File: src/rtl/opcodes_pkg.sv
// Shared RV32 opcode constants and the load-writeback FSM encoding for the
// MEM/WB stage.
package opcodes_pkg;

  localparam logic [31:0] NOP           = 32'h0000_0013;

  localparam logic [6:0]  LW_OPCODE     = 7'b0000011;
  localparam logic [6:0]  SW_OPCODE     = 7'b0100011;
  localparam logic [6:0]  LUI_OPCODE    = 7'b0110111;
  localparam logic [6:0]  AUIPC_OPCODE  = 7'b0010111;
  localparam logic [6:0]  JAL_OPCODE    = 7'b1101111;
  localparam logic [6:0]  JALR_OPCODE   = 7'b1100111;
  localparam logic [6:0]  BRANCH_OPCODE = 7'b1100011;
  localparam logic [6:0]  OP_OPCODE     = 7'b0110011;
  localparam logic [6:0]  OPIMM_OPCODE  = 7'b0010011;
  localparam logic [6:0]  FENCE_OPCODE  = 7'b0001111;
  localparam logic [6:0]  SYSTEM_OPCODE = 7'b1110011;

  typedef enum logic [1:0] {
    LD_IDLE = 2'd0,
    LD_WAIT = 2'd1,
    LD_HOLD = 2'd2
  } load_wb_state_t;

endpackage

File: src/rtl/load_extend.sv
// Aligned load lane extraction: picks the byte/half addressed by addr and
// sign- or zero-extends it according to func3 (bit 2 set = unsigned).
module load_extend (
  input  logic [2:0]  func3,
  input  logic [1:0]  addr,
  input  logic [31:0] word,
  output logic [31:0] value
);

  function automatic logic [31:0] ext_byte(input logic [7:0] b, input logic is_unsigned);
    return is_unsigned ? {24'd0, b} : {{24{b[7]}}, b};
  endfunction

  function automatic logic [31:0] ext_half(input logic [15:0] h, input logic is_unsigned);
    return is_unsigned ? {16'd0, h} : {{16{h[15]}}, h};
  endfunction

  logic [7:0]  lane_byte;
  logic [15:0] lane_half;

  always_comb begin
    lane_byte = word[{addr, 3'b000} +: 8];
    lane_half = addr[1] ? word[31:16] : word[15:0];
    value     = word;
    case (func3[1:0])
      2'b00:   value = ext_byte(lane_byte, func3[2]);
      2'b01:   value = ext_half(lane_half, func3[2]);
      default: value = word;
    endcase
  end

endmodule

File: src/rtl/mem_wb_stage.sv
// MEM/WB pipeline register and writeback unit: selects/extends load data,
// drives the register-file write port and counts retired instructions.
module mem_wb_stage
  import opcodes_pkg::*;
#(
  parameter logic [31:0] RESET_PC     = 32'h0000_0000,
  parameter bit          COUNT_RETIRE = 1'b1
) (
  input  logic        clk,
  input  logic        rst,
  input  logic        trap_flush_i,
  input  logic        memory_stall_i,
  input  logic [31:0] EXMEMIR_i,
  input  logic [31:0] EXMEMPC_i,
  input  logic [31:0] EXMEMALUOut_i,
  input  logic [31:0] Merged_Word_i,
  input  logic        unaligned_access_i,
  input  logic        data_memory_response_i,
  input  logic [31:0] read_data_i,
  output logic [31:0] MEMWBIR_o,
  output logic [31:0] MEMWBPC_o,
  output logic [4:0]  wb_rd_o,
  output logic [31:0] wb_data_o,
  output logic        wb_we_o,
  output logic        retire_o,
  output logic [63:0] instret_o
);

  load_wb_state_t state_q, state_d;
  logic [31:0]    ld_buf_q;
  logic [63:0]    instret_q;

  logic [6:0]  opcode;
  logic [2:0]  func3;
  logic [4:0]  rd;
  logic        is_load, commit, ld_latch, we_op, we_next;
  logic [31:0] ld_word, ld_ext, wb_next;

  load_extend u_load_extend (
    .func3 (func3),
    .addr  (EXMEMALUOut_i[1:0]),
    .word  (ld_word),
    .value (ld_ext)
  );

  always_comb begin
    opcode   = EXMEMIR_i[6:0];
    func3    = EXMEMIR_i[14:12];
    rd       = EXMEMIR_i[11:7];
    is_load  = (opcode == LW_OPCODE);
    commit   = !memory_stall_i && !trap_flush_i && (EXMEMIR_i != NOP);
    state_d  = state_q;
    ld_latch = 1'b0;

    // A response seen while MEM is still stalled must be parked in ld_buf,
    // because read_data_i is only valid for that one cycle.
    if (trap_flush_i || !memory_stall_i) begin
      state_d = LD_IDLE;
    end else begin
      case (state_q)
        LD_IDLE: if (is_load) begin
          if (data_memory_response_i) begin
            state_d  = LD_HOLD;
            ld_latch = 1'b1;
          end else begin
            state_d  = LD_WAIT;
          end
        end
        LD_WAIT: if (data_memory_response_i) begin
          state_d  = LD_HOLD;
          ld_latch = 1'b1;
        end
        default: state_d = state_q;
      endcase
    end

    ld_word = (state_q == LD_HOLD) ? ld_buf_q : read_data_i;
    if (is_load) begin
      wb_next = unaligned_access_i ? Merged_Word_i : ld_ext;
    end else begin
      wb_next = EXMEMALUOut_i;
    end

    case (opcode)
      LUI_OPCODE, AUIPC_OPCODE, JAL_OPCODE, JALR_OPCODE,
      OP_OPCODE, OPIMM_OPCODE, LW_OPCODE: we_op = 1'b1;
      SYSTEM_OPCODE:                      we_op = (func3 != 3'd0);
      default:                            we_op = 1'b0;
    endcase
    we_next = we_op && (rd != 5'd0);
  end

  always_ff @(posedge clk) begin
    if (rst) begin
      state_q   <= LD_IDLE;
      MEMWBIR_o <= NOP;
      MEMWBPC_o <= RESET_PC;
      wb_rd_o   <= 5'd0;
      wb_data_o <= 32'd0;
      wb_we_o   <= 1'b0;
      retire_o  <= 1'b0;
      instret_q <= 64'd0;
    end else begin
      state_q <= state_d;
      if (ld_latch) ld_buf_q <= read_data_i;
      // Flush squashes the MEM instruction but leaves instret untouched.
      if (trap_flush_i) begin
        MEMWBIR_o <= NOP;
        MEMWBPC_o <= RESET_PC;
        wb_rd_o   <= 5'd0;
        wb_data_o <= 32'd0;
        wb_we_o   <= 1'b0;
        retire_o  <= 1'b0;
      end else if (commit) begin
        MEMWBIR_o <= EXMEMIR_i;
        MEMWBPC_o <= EXMEMPC_i;
        wb_rd_o   <= rd;
        wb_data_o <= wb_next;
        wb_we_o   <= we_next;
        retire_o  <= 1'b1;
        if (COUNT_RETIRE) instret_q <= instret_q + 64'd1;
      end else begin
        MEMWBIR_o <= NOP;
        wb_we_o   <= 1'b0;
        retire_o  <= 1'b0;
      end
    end
  end

  assign instret_o = COUNT_RETIRE ? instret_q : 64'd0;

endmodule

File: config.mk
export PLATFORM = sky130hd
export DESIGN_NAME = mem_wb_stage
export DESIGN_NICKNAME = d
export VERILOG_FILES = /design/src/rtl/opcodes_pkg.sv /design/src/rtl/load_extend.sv /design/src/rtl/mem_wb_stage.sv
export SDC_FILE = /design/constraint.sdc
export NUM_CORES = 1
export LEC_CHECK = 0
export CAP_MARGIN = 20
export CORE_ASPECT_RATIO = 1.25
export CORE_MARGIN = 4
export CORE_UTILIZATION = 45
export DETAILED_ROUTE_END_ITERATION = 12
export PLACE_DENSITY_LB_ADDON = 0.2
export SETUP_SLACK_MARGIN = 0.15
export SLEW_MARGIN = 15
export SYNTH_ARGS = -nofsm -noshare
export SYNTH_HDL_FRONTEND = slang
export SYNTH_HIERARCHICAL = 1
export SYNTH_SLANG_ARGS = --single-unit
File: constraint.sdc
create_clock -name clk -period 8 [get_ports clk]
set_clock_uncertainty 0.1 [all_clocks]
set_input_delay 1.2 -clock clk [delete_from_list [all_inputs] [get_ports clk]]
set_output_delay 1.2 -clock clk [all_outputs]
set_load 0.01 [all_outputs]
==> results of run 1 <==
## Yosys cell counts, drive strengths merged (2+ instances only)
master     n  share of area, %
a21oi     84               4.6
xor2       9              0.86
a22o      31               3.0
xnor2     39               3.7
nand2    146               6.0
clkbuf    39               1.6
mux2      34               4.2
inv       13              0.53
buf       24               1.5
mux2i     34               3.7
o31ai      4              0.33
and3      10              0.75
edfxtp    32                10
and4       6              0.57
nor4b      4              0.38
nand3     24               1.5
nor2b      8              0.57
nand3b     4              0.33
nand4     21               1.6
nor3      19               1.3
o22a       3              0.29
dfxtp    169                37
o21ai     15              0.82
or4        3              0.25
a21o       9              0.74
or2        2              0.14
o21bai     2              0.16
a2bb2oi    3              0.29
nor2      98               4.0
a221o      8              0.87
a22oi      5              0.41
nand2b     8              0.55
or3       15               1.0
and2      31               2.1
nor3b      4              0.33
nor4      30               2.2
## registers in the layout, indices dropped and copies added, names as in the netlist
signal	cells
retire_o	1
ld_buf_q	32
MEMWBIR_o	32
state_q	2
wb_we_o	1
MEMWBPC_o	32
wb_rd_o	5
wb_data_o	32
instret_o	64
## worst max-delay path by stage
stage,from,end,slack (ns)
6_report,EXMEMIR_i[12],wb_rd_o[0]$_SDFFE_PP0P_,3.62
5_1_grt,EXMEMIR_i[12],wb_rd_o[0]$_SDFFE_PP0P_,3.39
4_1_cts,EXMEMIR_i[12],wb_rd_o[0]$_SDFFE_PP0P_,3.67
3_5_place_dp,EXMEMIR_i[12],wb_rd_o[0]$_SDFFE_PP0P_,3.16
3_3_place_gp,EXMEMIR_i[12],wb_rd_o[0]$_SDFFE_PP0P_,3.27
2_1_floorplan,EXMEMIR_i[6],ld_buf_q[0]$_DFFE_PP_,1.80
## cell usage in the layout (no fill, tap or decap), drive strengths merged, types with 31 or more instances in the layout
cell | Yosys | final
edfxtp | 32 | 32
mux2 | 34 | 34
a21oi | 84 | 84
a22o | 31 | 31
clkdlybuf4s50 | 0 | 330
clkbuf | 39 | 34
nor2 | 98 | 98
mux2i | 34 | 34
dfxtp | 169 | 169
nand2 | 146 | 146
xnor2 | 39 | 39
and2 | 31 | 31
## metal layers
| layer | up-vias | global-route usage, % | wire length [um] |
|---|---|---|---|
| li1 | 4152 | - | - |
| met1 | 3976 | 29.85 | 11050 |
| met2 | 365 | 43.96 | 14960 |
| met3 | 48 | 6.581 | 2772 |
| met4 | 0 | 7.716 | 755 |
| met5 | - | 0 | 0 |
## kinds of logic (layout without fill, tap and decap cells)
logic type	Yosys count	count (layout)	synth area share, %
and+or+nand+nor	435	435	23.88
buffers and inverters	76	391	3.621
DFF	201	201	47.44
AOI/OAI and AO/OA	172	172	12.39
muxes	68	68	7.938
other	0	1	0
xor gates and xnor gates	48	48	4.591
adders and majority gates	1	1	0.1366
## report_power, final
part | switching [mW] | internal [mW]
Clock | 0.399 | 0.619
Sequential | 0.00763 | 1.04
Combinational | 0.116 | 0.144
## per-stage QoR
step	utilization (%)	std cells	power [mW]
after CTS	66.45	1586	2.352
after global routing	66.46	1587	2.422
after global placement	62.80	1548	1.330
after detailed placement	62.80	1548	1.332
after floorplan	-	1001	1.184
final	66.46	1587	2.328
## layout make-up
| class | count | share of cell area, % |
|---|---|---|
| Antenna cell | 1 | 0.01873 |
| Clock buffer | 34 | 5.104 |
| Clock inverter | 4 | 0.3840 |
| Inverter | 13 | 0.3652 |
| Multi-Input combinational cell | 724 | 33.84 |
| Sequential cell | 201 | 32.52 |
| Tap cell | 270 | 2.529 |
| Timing Repair Buffer | 340 | 25.25 |
## worst max-delay path: cells and delay by family
kind,cells,cell delay (ns)
compound gates,2,0.49
buf+inv,3,1.78
simple gates,4,1.12
==> impl_results.md, run 1 <==
- Status: completed
- Antenna violations before repair: 1
- Largest net degree at the start of global routing: 85
- TritonCTS buffer count: 22
- Clock period minus final worst setup slack: approximately 4.4 ns
- Worst-path cell chain: clkdlybuf4s50_1 -> nor3_1 -> nand4_1 -> o31ai_4 -> buf_4 -> nor2_4 -> buf_4 -> and2_1 -> a21o_1
- CP max-delay cell: clkdlybuf4s50_1
- Die height: 167.5 um
- Worst path most repeated cell: buf_4
- DP Area: 12,620 um^2
- Primary FF master, synth: dfxtp_1
- Worst path arrival time: 4.66 ns
- Maximum clock insertion buffer count: 3
- Starting Density: 45.56%
- Worst hold stages: 2
- Multi-input logic area: about 4500 um^2
- Die ar.: about 23,000 um^2
- Max Slew Vio Count: 0
- Register Area: 4344 um^2
- WHS: approximately 0.35 ns
- Startpoint types: primary input
- Layout Nets: 1,469
- Worst r2r dst: instret_o[62]$_SDFFE_PP0P_
- Power per standard cell area: about 170 nW/um^2
- Post-CTS Setup Inserts: 0
- Die X: between 100 and 150 um
- DRT antenna net count: 0
- Tot GR Track Use: 25.06%
- Syn nets: 1,168
- First-pass GRT wire length: 45,660 um
- Iter 0 DRT Violations: 500
- Synth async-reset ratio: 0%
- Clk pin slew, worst setup/hold paths: 0.06 ns
- Slew margin rel.: 33.16%
- Layout area overhead: 45.89%
- Setup TNS Final: 0 ns
- CTS tree: yes
- Gate Count Post-Synth: 1,001
- Synthesis Warnings: 6
- Clock Sinks: 201
- Worst Hold Class: flip-flop to flip-flop
- Level count of the clock H-tree: 1
- DRC viols: 0
- Grt ovf: 0
- Worst VDD drop: 0.1559 mV
- Drt wl/cell: 18.61 um
- Final hold vios: 0
- Fraction of layout cells with a size suffix above 1: 7.371%
- Setup crit end kind: flip-flop
- Fin crit share: a little over half
- PnR worst setup slack: 3.622 ns
- Post-Syn Area per Cell: 9.148 um^2
- Yosys reg bits: around 200
- Max FO, Critical Path: 84
- Leak: between 4 and 5 nW
- Post-synth EDFFs: 32
- Hold Startpoint: MEMWBPC_o[6]$_SDFFE_PP0P_
- Setup CP Type: primary input to flip-flop
- Seq/Total Area, Yosys: 47.44%
- Pre-CTS WS: 3.163 ns
- GP Congestion: 0.8800
- Max-cap violations: 0
- Worst Hold Path EP: MEMWBPC_o[6]$_SDFFE_PP0P_
- Row cnt: 58
- Crit-path max cell delay: 0.78 ns
- RSZ-0062 raised after global routing: no
- Routed WL: 29,540 um
- Cell variety after synth: 63
- Vias per cell: 5.382
- PostCTS Resize Cnt: 0
- Critical R2R Launch: instret_o[0]$_SDFFE_PP0P_
- Via count: 8,541
- Final instance area: around 13,000 um^2
- # IOs: 333
- Vias in the first global route: 8,280
- Post-synthesis cell area: approximately 9000 um^2
- Number of fill cells in the layout: approximately 1,700
- CP Data Required Time: between 8 and 9 ns
- Max Clk Rate: approximately 230 MHz
- Root Driver: clkbuf_16
- Cts hold-fix bufs: 0
- Reg2reg path depth: 7
- Register-to-register setup slack: 4.99 ns
- Setup violators final: 0
- Clk_lat worst skew: 0.50 ns
- Final HPWL DP: between 20,000 and 25,000 um
- Worst-margin pin slew: 1.003 ns
- Core area: 20,100 um^2
- Number of port buffers: 332
- Router iterations before antenna repair: 5
(Power assumes the default switching activity.)
==> run 2, diff against run 1 <==
Clock period 8 ns to 4.42 ns, I/O delays scaled along.
==> run 2 against run 1 <==
Against the previous run: clock power is 68% higher; count of clock-buffer cells in the layout is 4 lower; sequential power is 81% higher; final cell count is 0.19% higher; wire length is 1.8% higher; register-to-register slack worse by 3.7 ns; worst hold slack worse by 0.019 ns; sequential share of layout area is 0.076 points higher; via count is 0.16% lower; critical path depth is 2 lower; core utilization is 0.16 points lower; first-iteration DRC count is 1.0% higher; largest power group unchanged.
==> impl_results.md, run 2 (synthesis results as in run 1) <==
- Die ar.: 22,710 um^2 (unchanged)
- Layout area overhead: 45.55%
- Number of port buffers: 332 (unchanged)
- Worst-path cell chain: clkdlybuf4s50_1 -> nor3_1 -> nand4_1 -> o31a_2 -> nor2_2 -> buf_4 -> a22o_1
- DP Area: 12,670 um^2 (+0.37%)
- Antenna violations before repair: 3 (+2)
- Worst path arrival time: 3.61 ns (-1.05 ns)
- Clock Sinks: 201 (unchanged)
- Power per standard cell area: 306.5 nW/um^2 (+76%)
- Worst-margin pin slew: 1.010 ns (+0.007802 ns)
- Routed WL: 30,080 um (+1.8%)
- # IOs: 333 (unchanged)
- Startpoint types: primary input
- CP max-delay cell: o31a_2
- Final HPWL DP: 22,110 um (+3.0%)
- Largest net degree at the start of global routing: 68 (-20%)
- Die X: 135.6 um (unchanged)
- Worst Hold Class: primary input to flip-flop
- Commonest cells after routing, fill and taps aside: 330 x clkdlybuf4s50_1, 169 x dfxtp_1, 145 x nand2_1
- Root Driver: clkbuf_16
- Core area: 20,100 um^2 (unchanged)
- Slew margin rel.: 32.64% (-0.52 points)
- TritonCTS buffer count: 21 (-4.5%)
- Die height: 167.5 um (unchanged)
- Buf/Inv on CP: 2 (-1)
- Clock period minus final worst setup slack: 3.280 ns
- Max Clk Rate: 304.9 MHz
- Router iterations before antenna repair: 7 (+2)
- Crit path max-delay family: simple AND/OR/NAND/NOR gates
- Layout Nets: 1,473 (+0.27%)
- Setup CP Type: primary input to flip-flop
- Setup crit end kind: flip-flop
- Number of flip-flops in the largest register: 64 (unchanged)
- First-pass GRT wire length: 46,000 um (+0.72%)
- Starting Density: 45.56% (unchanged)
- Worst VDD drop: 0.2774 mV (+78%)
- Fin crit share: 74.21%
- Met2 Use GR: 45.36% (+1.4 points)
- Vias per cell: 5.363 (-0.35%)
- Fraction of layout cells with a size suffix above 1: 7.506% (+0.13 points)
- Layer with the highest usage: met2
- Setup violators final: 0 (unchanged)
- Register Area: 4344 um^2 (unchanged)
- Max-cap violations: 0 (unchanged)
- Setup TNS Final: 0 ns (unchanged)
- Drt wl/cell: 18.92 um (+1.6%)
- CP Data Required Time: 4.75 ns (-3.54 ns)
- Multi-input logic area: 4529 um^2 (+0.19%)
- Final instance area: 13,330 um^2 (-0.23%)
- Clk pin slew, worst setup/hold paths: 0.06 ns (about the same)
- Tot GR Track Use: 25.30% (+0.24 points)
- Status: completed
- Clk_lat worst skew: 0.49 ns (about the same)
- Level count of the clock H-tree: 1 (unchanged)
- DRT antenna net count: 0 (unchanged)
- DRC viols: 0 (unchanged)
- Via count: 8,527 (-0.16%)
- Number of fill cells in the layout: 1,687 (-0.35%)
- Maximum clock insertion buffer count: 3 (unchanged)
- Leading cell type in the layout, fill and taps excluded: clkdlybuf4s50_1
- RSZ-0062 raised after global routing: no
- Row cnt: 58 (unchanged)
- PostCTS Resize Cnt: 0 (unchanged)
- Vias in the first global route: 8,501 (+2.7%)
- Grt ovf: 0 (unchanged)
- Max FO, Critical Path: 44 (-48%)
- Post-CTS Setup Inserts: 0 (unchanged)
- Met3 Track Usage GR: 6.190% (-0.39 points)
- Iter 0 DRT Violations: 505 (+1.0%)
- Cts hold-fix bufs: 0 (unchanged)
- Leak: 4.775 nW (-0.19%)
- Max Slew Vio Count: 0 (unchanged)
- GP Congestion: 0.8744 (-0.64%)
- GR Util met1: 28.36% (-1.5 points)
- Final hold vios: 0 (unchanged)
- CTS tree: yes
- Crit-path max cell delay: 0.76 ns (-0.02 ns)
==> run 2: changes by cell type in the layout (fill, tap and decap cells not counted), moves of 2 or more <==
cell / before / now
buf_4: 8 / 13
clkinv_2: 2 / 5
clkbuf_16: 24 / 22
clkbuf_8: 4 / 2
==> run 2: final timing paths <==
check,from,to,slack (ns),cells past startpoint
max,EXMEMIR_i[14],wb_data_o[8]$_SDFFE_PP0P_,1.14,7
min reg2reg,MEMWBPC_o[29]$_SDFFE_PP0P_,MEMWBPC_o[29]$_SDFFE_PP0P_,0.35,2
max reg2reg,state_q[1]$_SDFFE_PP0P_,wb_data_o[9]$_SDFFE_PP0P_,1.30,10
min,rst,instret_o[53]$_SDFFE_PP0P_,0.33,2
==> run 2: metal layers <==
metal | part of all wire (%) | vias up | routed length [um]
met1 | 37 | 4003 | 11180
li1 | - | 4136 | -
met4 | 4.2 | 4 | 1258
met3 | 8.1 | 73 | 2427
met5 | 0.086 | - | 26
met2 | 50 | 311 | 15190
==> run 2: per-stage QoR <==
| step | hold slack [ns] | worst slack [ns] | instances | total power, mW | utilization, % |
|---|---|---|---|---|---|
| 4_1_cts | 0.3108 | 1.138 | 1589 | 4.118 | 66.30 |
| 6_report | 0.3349 | 1.140 | 1590 | 4.085 | 66.31 |
| 2_1_floorplan | 0.3805 | 0.3617 | 1001 | 2.142 | - |
| 3_3_place_gp | 0.3337 | 0.7288 | 1553 | 2.410 | 63.03 |
| 3_5_place_dp | 0.3423 | 0.6461 | 1553 | 2.415 | 63.03 |
| 5_1_grt | 0.3327 | 0.9218 | 1590 | 4.230 | 66.31 |
==> run 2: layout make-up <==
class,count,share of cell area (%)
Antenna cell,1,0.01877
Clock buffer,30,4.506
Multi-Input combinational cell,724,33.98
Timing Repair Buffer,345,25.59
Inverter,13,0.3661
Sequential cell,201,32.59
Clock inverter,6,0.4130
Tap cell,270,2.535
==> run 2: worst register-to-register path, cell delays in order, from the launching register on <==
cell and delay, ns:
dfxtp_1 0.37, inv_1 0.10, nor2_2 0.52, mux2_2 0.34, mux2i_1 0.10, mux2_4 0.30, nor4_4 0.43, a221o_1 0.26
mux2i_1 0.09, a21oi_1 0.29, a22o_1 0.16
==> run 2: where the power goes <==
group | switching (mW) | internal [mW] | leakage (nW)
Clock | 0.706 | 1.00 | 0.326
Combinational | 0.215 | 0.264 | 2.79
Sequential | 0.0135 | 1.88 | 1.66
Total | 0.935 | 3.15 | 4.78
==> run 3, diff against run 2 <==
Settings changed: CORE_UTILIZATION 45 to 41.
Clock period 4.42 ns to 2.9 ns, I/O delays scaled along.
==> run 3 against run 2 <==
Against the previous run: sequential cell count stayed put; sequential power is 52% higher; core utilization is 2.9 points lower; critical path depth is 5 higher; power is 55% higher; combinational power is 61% higher; count of clock-buffer cells in the layout is 1 higher; wire length is 1.2% higher; worst hold slack worse by 0.061 ns; design area is 3.6% higher; clock power is 57% higher.
==> impl_results.md, run 3 (synthesis results as in run 1) <==
- Int Power: 4.904 mW (+56%)
- Sw Ratio: 22.74% (-0.15 points)
- Number of fill cells in the layout: 1,854 (+9.9%)
- Worst-margin pin slew: 0.7797 ns (-0.2306 ns)
- Crit-path max cell delay: 0.39 ns (-0.37 ns)
- Gate power share: 12.1% (+0.4 points)
- Iter 0 DRT Violations: 443 (-12%)
- WHS: 0.2736 ns (-0.06131 ns)
- Clock period minus final worst setup slack: 2.654 ns
- Leading cell type in the layout, fill and taps excluded: clkdlybuf4s50_1
- Number of flip-flops in the largest register: 64 (unchanged)
- Max Clk Rate: 376.9 MHz
- PostCTS Resize Cnt: 0 (unchanged)
- CP Data Required Time: 3.19 ns (-1.56 ns)
- Layout area overhead: 50.79%
- Worst setup startpoint: state_q[1]$_SDFFE_PP0P_
- Commonest cells after routing, fill and taps aside: 330 x clkdlybuf4s50_1, 168 x dfxtp_1, 145 x nand2_1
- # IOs: 333 (unchanged)
- Final hold vios: 0 (unchanged)
- Worst-path cell chain: inv_1 -> nor2_2 -> buf_12 -> mux2_2 -> mux2i_2 -> mux2_4 -> nor4_4 -> buf_4 -> a221o_1 -> mux2i_1 -> a21oi_1 -> a22o_1
- Max Slew Vio Count: 0 (unchanged)
- Setup violators final: 0 (unchanged)
- Pre-CTS WS: -0.007936 ns (-0.6541 ns)
- Die X: 141.7 um (+4.5%)
- Maximum clock insertion buffer count: 3 (unchanged)
- Slew margin rel.: 47.54% (+15 points)
- Root Driver: clkbuf_16
- Worst Hold Class: primary input to flip-flop
- CTS tree: yes
- CP max-delay cell: mux2_2
- Drt wl/cell: 18.62 um (-1.6%)
- Final instance area: 13,810 um^2 (+3.6%)
- Buf/Inv on CP: 3 (+1)
- Setup TNS Final: 0 ns (unchanged)
- Critical R2R Launch: state_q[1]$_SDFFE_PP0P_
- Startpoint types: flip-flop
- Max FO, Critical Path: 7 (-84%)
- Core Util, Final: 63.43% (-2.9 points)
- Layout Nets: 1,507 (+2.3%)
- Sequential share of power: 45.6% (-0.9 points)
- TritonCTS buffer count: 21 (unchanged)
- Level count of the clock H-tree: 1 (unchanged)
- Die height: 175.1 um (+4.5%)
- Clk pin slew, worst setup/hold paths: 0.06 ns (about the same)
- Grt ovf: 0 (unchanged)
- Fraction of layout cells with a size suffix above 1: 10.35% (+2.8 points)
- Clk_lat worst skew: 0.50 ns (about the same)
- PnR worst setup slack: 0.2465 ns (-0.8936 ns)
- Clock Sinks: 201 (unchanged)
- Cts hold-fix bufs: 0 (unchanged)
- Core area: 21,770 um^2 (+8.3%)
- Final HPWL DP: 22,850 um (+3.3%)
- Power per standard cell area: 459.7 nW/um^2 (+50%)
- Max-cap violations: 0 (unchanged)
- Worst path arrival time: 2.95 ns (-0.66 ns)
- Row cnt: 60 (+3.4%)
- Hold Startpoint: rst
- DRT antenna net count: 0 (unchanged)
- Worst VDD drop: 0.5538 mV (+100%)
- Tot GR Track Use: 23.30% (-2.0 points)
- Vias per cell: 5.271 (-1.7%)
- Setup crit end kind: flip-flop
- DP Area: 13,100 um^2 (+3.4%)
- Routed WL: 30,430 um (+1.2%)
- Power share of the clock group: 42.3% (+0.5 points)
- Status: completed
- Antenna violations before repair: 4 (+1)
- Fin crit share: 91.50%
- DRC viols: 0 (unchanged)
- First-pass GRT wire length: 46,590 um (+1.3%)
- NetSw: 1.443 mW (+54%)
- Starting Density: 42.06% (-3.5 points)
- Crit path max-delay family: multiplexers
- Setup CP Type: flip-flop to flip-flop
- Via count: 8,612 (+1.0%)
- Post-CTS Setup Inserts: 0 (unchanged)
- Leak: 5.019 nW (+5.1%)
- RSZ-0062 raised after global routing: no
- Vias in the first global route: 8,630 (+1.5%)
- Die ar.: 24,810 um^2 (+9.2%)
- Largest net degree at the start of global routing: 70 (+2.9%)
- Router iterations before antenna repair: 5 (-2)
- GP Congestion: 0.8950 (+2.4%)
- Number of port buffers: 332 (unchanged)
## run 3: final timing paths
kind,end,cells past startpoint,slack (ns)
setup / recovery,wb_data_o[14]$_SDFFE_PP0P_,12,0.25
hold / removal,MEMWBIR_o[8]$_SDFF_PP0_,3,0.27
setup reg to reg,wb_data_o[14]$_SDFFE_PP0P_,12,0.25
hold reg to reg,wb_rd_o[3]$_SDFFE_PP0P_,1,0.35
## run 3: cell type report
type                       count  area [um^2]  share of cell area, %
antenna                        2        5.005                0.03625
clock buffer                  31        634.4                  4.594
clock inverter                 5        50.05                 0.3625
inverter                      13        48.80                 0.3534
multi-input combinational    724         4559                  33.02
sequential                   201         4345                  31.47
tap                          279        349.1                  2.528
timing repair buffer         379         3816                  27.64
## run 3: worst min-delay path, delay by kind of cell
kind,cells,cell delay (ns)
simple gates,2,0.26
buf+inv,1,0.13
## run 3: per-stage QoR
stage / power (mW) / cells
CTS: 6.412 / 1632
global route: 6.579 / 1634
detailed placement: 3.720 / 1596
floorplan: 3.267 / 1001
finish: 6.347 / 1634
global placement: 3.714 / 1596
## run 3: power groups by stage
| stage | Sequential [mW] | Combinational (mW) | Clock [mW] |
|---|---|---|---|
| 4_1_cts | 2.89 | 0.771 | 2.75 |
| 5_1_grt | 2.90 | 0.826 | 2.86 |
| 6_report | 2.89 | 0.770 | 2.68 |
| 3_3_place_gp | 2.95 | 0.760 | 0 |
| 3_5_place_dp | 2.95 | 0.765 | 0 |
| 2_1_floorplan | 2.97 | 0.292 | 0 |
## run 3: layer usage
layer  vias to the layer above  GRT usage (%)  wire length, um
li1                       4205              -                -
met1                      3971          26.27            11520
met2                       345          41.52            15060
met3                        87          6.105             2538
met4                         4          9.280             1286
met5                         -              0               21
